**src/rtl/monolith_pkg.sv**
```systemverilog
// Shared constants and types for the Monolith-31 permutation controller and its users.
package monolith_pkg;

    localparam logic [30:0] M31_P = 31'h7FFF_FFFF;

    localparam int DEFAULT_WORD_WIDTH = 31;
    localparam int DEFAULT_STATE_SIZE = 16;
    localparam int DEFAULT_NUM_ROUNDS = 6;

    typedef logic [DEFAULT_STATE_SIZE-1:0][DEFAULT_WORD_WIDTH-1:0] state_t;

    typedef enum logic {
        DP_INIT = 1'b0,
        DP_FULL = 1'b1
    } dp_mode_e;

    typedef enum logic [1:0] {
        ST_IDLE,
        ST_RUN,
        ST_DONE
    } ctrl_state_e;

endpackage

```
**src/rtl/monolith_perm_ctrl_if.sv**
```systemverilog
// State-in / state-out valid-ready streams between the sponge front-end and the permutation controller.
interface monolith_perm_ctrl_if
    import monolith_pkg::*;
#(
    parameter int WORD_WIDTH = DEFAULT_WORD_WIDTH,
    parameter int STATE_SIZE = DEFAULT_STATE_SIZE
);
    logic                                  in_valid;
    logic                                  in_ready;
    logic [STATE_SIZE-1:0][WORD_WIDTH-1:0] in_state;
    logic                                  out_valid;
    logic                                  out_ready;
    logic [STATE_SIZE-1:0][WORD_WIDTH-1:0] out_state;

    modport master (
        output in_valid, in_state, out_ready,
        input  in_ready, out_valid, out_state
    );

    modport slave (
        input  in_valid, in_state, out_ready,
        output in_ready, out_valid, out_state
    );
endinterface

```
**src/rtl/monolith_perm_ctrl.sv**
```systemverilog
// Sequences one Monolith-31 permutation: an INIT pass then NUM_ROUNDS full rounds over an external
// round datapath, holding the state in a local register between passes.
module monolith_perm_ctrl
    import monolith_pkg::*;
#(
    parameter int WORD_WIDTH    = DEFAULT_WORD_WIDTH,
    parameter int STATE_SIZE    = DEFAULT_STATE_SIZE,
    parameter int NUM_ROUNDS    = DEFAULT_NUM_ROUNDS,
    parameter int ROUND_LATENCY = 1,
    localparam int RC_W         = $clog2(NUM_ROUNDS + 1)
) (
    input  logic                                  clk,
    input  logic                                  reset,
    monolith_perm_ctrl_if.slave                   bus,
    output logic [STATE_SIZE-1:0][WORD_WIDTH-1:0] dp_state,
    output logic                                  dp_mode,
    output logic [RC_W-1:0]                       dp_rc_idx,
    output logic                                  dp_rc_en,
    input  logic [STATE_SIZE-1:0][WORD_WIDTH-1:0] dp_result,
    output logic                                  busy
);

    localparam int              WAIT_W    = (ROUND_LATENCY > 1) ? $clog2(ROUND_LATENCY) : 1;
    localparam logic [RC_W-1:0]   LAST_PASS = RC_W'(NUM_ROUNDS);
    localparam logic [WAIT_W-1:0] LAST_WAIT = WAIT_W'(ROUND_LATENCY - 1);

    if (ROUND_LATENCY < 1 || NUM_ROUNDS < 1) begin : g_param_chk
        $fatal(1, "monolith_perm_ctrl: ROUND_LATENCY and NUM_ROUNDS must both be >= 1");
    end

    ctrl_state_e                           st_q;
    ctrl_state_e                           st_d;
    logic [RC_W-1:0]                       pass_q;
    logic [WAIT_W-1:0]                     wait_q;
    logic [STATE_SIZE-1:0][WORD_WIDTH-1:0] state_q;
    logic                                  accept;
    logic                                  pass_end;

    always_ff @(posedge clk or posedge reset) begin
        if (reset) begin
            st_q <= ST_IDLE;
        end else begin
            st_q <= st_d;
        end
    end

    // The last full round skips the round constant, so rc_en drops on pass NUM_ROUNDS.
    always_comb begin
        st_d          = st_q;
        bus.in_ready  = 1'b0;
        bus.out_valid = 1'b0;
        busy          = 1'b0;
        dp_mode       = DP_INIT;
        dp_rc_idx     = '0;
        dp_rc_en      = 1'b0;
        accept        = 1'b0;
        pass_end      = 1'b0;
        unique case (st_q)
            ST_IDLE: begin
                bus.in_ready = 1'b1;
                if (bus.in_valid) begin
                    accept = 1'b1;
                    st_d   = ST_RUN;
                end
            end
            ST_RUN: begin
                busy     = 1'b1;
                pass_end = (wait_q == LAST_WAIT);
                if (pass_q != '0) begin
                    dp_mode   = DP_FULL;
                    dp_rc_idx = pass_q - RC_W'(1);
                    dp_rc_en  = (pass_q != LAST_PASS);
                end
                if (pass_end && (pass_q == LAST_PASS)) begin
                    st_d = ST_DONE;
                end
            end
            ST_DONE: begin
                busy          = 1'b1;
                bus.out_valid = 1'b1;
                if (bus.out_ready) begin
                    st_d = ST_IDLE;
                end
            end
            default: st_d = ST_IDLE;
        endcase
    end

    // State register only moves on accept or at the end of a pass; it is held for the whole pass.
    always_ff @(posedge clk or posedge reset) begin
        if (reset) begin
            state_q <= '0;
            pass_q  <= '0;
            wait_q  <= '0;
        end else if (accept) begin
            state_q <= bus.in_state;
            pass_q  <= '0;
            wait_q  <= '0;
        end else if (st_q == ST_RUN) begin
            if (pass_end) begin
                state_q <= dp_result;
                wait_q  <= '0;
                if (pass_q != LAST_PASS) begin
                    pass_q <= pass_q + RC_W'(1);
                end
            end else begin
                wait_q <= wait_q + WAIT_W'(1);
            end
        end
    end

    assign dp_state      = state_q;
    assign bus.out_state = state_q;

endmodule

```
**src/flat_wrapper.sv**
```systemverilog
// flat-port wrapper written by rule: the top's interface ports become plain ports
module monolith_perm_ctrl_flat import monolith_pkg::*;
#(
    parameter int WORD_WIDTH    = DEFAULT_WORD_WIDTH,
    parameter int STATE_SIZE    = DEFAULT_STATE_SIZE,
    parameter int NUM_ROUNDS    = DEFAULT_NUM_ROUNDS,
    parameter int ROUND_LATENCY = 1,
    localparam int RC_W         = $clog2(NUM_ROUNDS + 1)
)
  (clk, reset, dp_state, dp_mode, dp_rc_idx, dp_rc_en, dp_result, busy, bus_in_valid, bus_in_state, bus_out_ready, bus_in_ready, bus_out_valid, bus_out_state);
  monolith_perm_ctrl_if #(.WORD_WIDTH(WORD_WIDTH), .STATE_SIZE(STATE_SIZE)) bus_i ();
  input  logic clk;
  input  logic reset;
  output logic [STATE_SIZE-1:0][WORD_WIDTH-1:0] dp_state;
  output logic dp_mode;
  output logic [RC_W-1:0] dp_rc_idx;
  output logic dp_rc_en;
  input  logic [STATE_SIZE-1:0][WORD_WIDTH-1:0] dp_result;
  output logic busy;
  input wire logic [$bits(bus_i.in_valid)-1:0] bus_in_valid;
  input wire logic [$bits(bus_i.in_state)-1:0] bus_in_state;
  input wire logic [$bits(bus_i.out_ready)-1:0] bus_out_ready;
  output wire logic [$bits(bus_i.in_ready)-1:0] bus_in_ready;
  output wire logic [$bits(bus_i.out_valid)-1:0] bus_out_valid;
  output wire logic [$bits(bus_i.out_state)-1:0] bus_out_state;
  assign bus_i.in_valid = bus_in_valid;
  assign bus_i.in_state = bus_in_state;
  assign bus_i.out_ready = bus_out_ready;
  assign bus_in_ready = bus_i.in_ready;
  assign bus_out_valid = bus_i.out_valid;
  assign bus_out_state = bus_i.out_state;
  monolith_perm_ctrl #(.WORD_WIDTH(WORD_WIDTH), .STATE_SIZE(STATE_SIZE), .NUM_ROUNDS(NUM_ROUNDS), .ROUND_LATENCY(ROUND_LATENCY)) u_core (.clk(clk), .reset(reset), .bus(bus_i), .dp_state(dp_state), .dp_mode(dp_mode), .dp_rc_idx(dp_rc_idx), .dp_rc_en(dp_rc_en), .dp_result(dp_result), .busy(busy));
endmodule
```
**config.mk**
```make
export PLATFORM = sky130hd
export DESIGN_NAME = monolith_perm_ctrl_flat
export DESIGN_NICKNAME = d
export VERILOG_FILES = /design/src/rtl/monolith_pkg.sv /design/src/rtl/monolith_perm_ctrl_if.sv /design/src/rtl/monolith_perm_ctrl.sv /design/src/flat_wrapper.sv
export SDC_FILE = /design/constraint.sdc
export NUM_CORES = 2
export LEC_CHECK = 0
export ABC_AREA = 1
export BUFFER_PORTS_ARGS = -buffer_cell sky130_fd_sc_hd__buf_2
export CORE_AREA = 8 8 774 776
export DETAILED_ROUTE_END_ITERATION = 10
export DIE_AREA = 0 0 782 784
export GPL_ROUTABILITY_DRIVEN = 0
export PLACE_DENSITY_LB_ADDON = 0.25
export REMOVE_ABC_BUFFERS = 1
export SLEW_MARGIN = 0
export SYNTH_ARGS = -nofsm -noshare
export SYNTH_HDL_FRONTEND = slang
export SYNTH_SLANG_ARGS = --single-unit
```
**constraint.sdc**
```tcl
create_clock -name clk -period 25.4 [get_ports clk]
set_clock_uncertainty 0.2 [all_clocks]
set_input_delay 3.81 -clock clk [delete_from_list [all_inputs] [get_ports clk]]
set_output_delay 3.81 -clock clk [all_outputs]
set_load 0.005 [all_outputs]
```
==> impl_metrics.json <==
{
  "synth_cell_type_count": 15,
  "ant_nets": 0,
  "worst_hold_slack_ns": 0.307,
  "register_area_um2": 12600,
  "placementRows": 282,
  "worst_pin_slew_ns": 1.13,
  "overflow": 0,
  "whs_path_depth": 2,
  "vias_per_cell": 2.72,
  "crit_family": "buffers and inverters",
  "grt_use_met1_pct": 14.4,
  "fmaxAchievable_ghz": 0.107,
  "core_area_um2": 587000,
  "remaining_drc_errors": 0,
  "path_clk_slew_ns": 0.05,
  "finalMaxSlewViolations": 0,
  "clkLatencyLatePin_ns": 0.77,
  "cts-resized-gates": 0,
  "p_leak_nw": 24.7,
  "met2_usage_pct": 20.6,
  "timing.slew.headroom_pct": 24.6,
  "num_io_pins": 1996,
  "hold_path.class": "register to register",
  "cp_common_cell": "buf_4",
  "max_stage_delay_ns": 0.74,
  "nNetsFinal": 6677,
  "mostFrequentLayoutCell": "nand2_1",
  "ys_warn_count": 0,
  "wl_per_cell_um": 31.7,
  "grt_pass1_vias": 35628,
  "mostFrequentLayoutCells": "nand2_1, buf_2, dfrtp_1",
  "maxCapViolations": 0,
  "clock-root-buffer": "clkbuf_16",
  "netlist_instances": 4311,
  "antenna_found_initial": 382,
  "port_buffers": 1995,
  "final-hold-violation-count": 0,
  "critPathLaunchType": "input pin",
  "die-area_um2": 613000,
  "ys_ff_latch": 502,
  "area_growth_pct": 60.0,
  "multi_input_area_um2": 12100,
  "drt_pass1_iterations": 6,
  "ir_worst_vdd_v": 0.0000715,
  "place_area_um2": 44900,
  "avgSynthCellArea_um2": 6.91,
  "utilization_pct": 8.12,
  "place_inst": 13397,
  "cp_slowest_cell": "buf_4",
  "crit_chain": "buf_2 -> nand2_8 -> buf_4 -> buf_4 -> buf_4 -> buf_4 -> buf_4 -> buf_4 -> buf_4 -> buf_4 -> nand2_1 -> nand2_1 -> nand2_1 -> nand2_1",
  "r2r_cells": 15,
  "grt_use_met3_pct": 9.45,
  "cts_tree": "done",
  "min_period_over_period_pct": 36.7,
  "htreeDepth": 3,
  "start_util_pct": 5.07,
  "r2r_slack_ns": 18.44,
  "path_buf_inv": 9,
  "cp.arrival_ns": 9.84,
  "worstPathMaxFanout": 73,
  "status": "completed",
  "post-cts-setup-buffers": 0,
  "cts.sinks": 502,
  "setup_violations": 0,
  "hpwl_mm": 380,
  "wl_mm": 433,
  "final_cell_area_um2": 47700,
  "hp-start": "u_core.st_q[1]",
  "r2r-start": "u_core.st_q[0]",
  "cp.required_ns": 25.92,
  "r2r_end": "u_core.bus.out_state[248]",
  "hold_buffers": 0,
  "cts_made_buffers": 82,
  "rsz0062_at_grt": "false",
  "clk_path_buf_depth": 4,
  "critPathKind": "input pin to register",
  "fp.dieH_um": 784,
  "final.fill_count": 69844,
  "gr-usage-all-layers_pct": 13.4,
  "synth_seq_area_share_pct": 42.2,
  "num_vias": 37119,
  "powerDensity_nw_per_um2": 142,
  "fin_crit_ns": 9.31,
  "drive_gt1_share_pct": 37.8,
  "top_usage_layer": "met2",
  "grt_max_degree": 167,
  "first_iter_violations": 3453,
  "final_cell_count_no_fill": 13651,
  "hold_path_end": "u_core.st_q[1]",
  "tns_ns": 0,
  "die_width_um": 782,
  "grt_pass1_wl_mm": 515,
  "syn_area_um2": 29800,
  "crit_path_end_kind": "register"
}
[worst max-delay path by stage]
stage	depth (start not counted)	startpoint	endpoint	slack (ns)
after floorplan	4	bus_in_valid	u_core.pass_q[2]	-3.55
after global placement	14	bus_in_valid	u_core.bus.out_state[2]	15.33
after detailed placement	14	bus_in_valid	u_core.bus.out_state[242]	15.31
after CTS	14	bus_in_valid	u_core.bus.out_state[242]	16.25
after global routing	14	bus_in_valid	u_core.bus.out_state[490]	15.76
final	14	bus_in_valid	u_core.bus.out_state[248]	16.09
[layout make-up]
class	count	area share [%]
Multi-Input combinational cell	3022	25.4
Tap cell	7810	20.5
Sequential cell	502	26.4
Inverter	16	0.158
Timing Repair Buffer	2047	21.9
Clock buffer	114	4.70
Antenna cell	119	0.625
Clock inverter	21	0.394
[cells in the mapped netlist]
library cell  count  area share (%)
nand2_1        2502              32
buf_4           524              13
dfrtp_1         502              42
nand3_1         500             8.4
buf_2           184             3.1
clkbuf_1         48            0.60
buf_1            15            0.19
inv_1            15            0.19
ha_1             10            0.42
o21ai_0           4           0.067
nor2_1            2           0.025
nor3_1            2           0.034
a21oi_1           1           0.017
inv_2             1           0.013
nand2_2           1           0.021
[flip-flops by register name, indices dropped and copies added, names as in the netlist]
signal and count:
u_core.wait_q 1, u_core.bus.out_state 496, u_core.st_q 2, u_core.pass_q 3
[worst min-delay path, cell delays in order, from the launching register on]
cell and delay, ns:
dfrtp_1 0.37, nand2_1 0.06, nand2_1 0.05
[kinds of logic after synthesis]
group / after synthesis / share of synthesized area (%)
compound gates: 5 / 0.0840
fa+ha+maj: 10 / 0.420
flops: 502 / 42.2
buf+inv: 787 / 17.3
simple gates: 3007 / 40.0
[report_power, final]
group          leakage (nW)  switching, mW  total, mW  internal [mW]
Clock                  1.19          0.500       1.12          0.624
Sequential             6.20          0.593       1.79           1.20
Combinational          17.3           2.84       3.83          0.990
[stage by stage]
step                      setup WS, ns  power, mW
after floorplan                  -3.55       2.98
after global placement           15.33       5.73
after detailed placement         15.31       5.72
after CTS                        16.25       6.91
after global routing             15.76       7.21
final                            16.09       6.75
[routing by layer]
| layer | up-vias | routed length (um) |
|---|---|---|
| met1 | 17809 | 158000 |
| met3 | 851 | 67400 |
| met2 | 2602 | 188000 |
| met4 | 166 | 18300 |
| li1 | 15691 | - |
| met5 | - | 1650 |
Note: power is estimated with default switching activity, not from simulation.
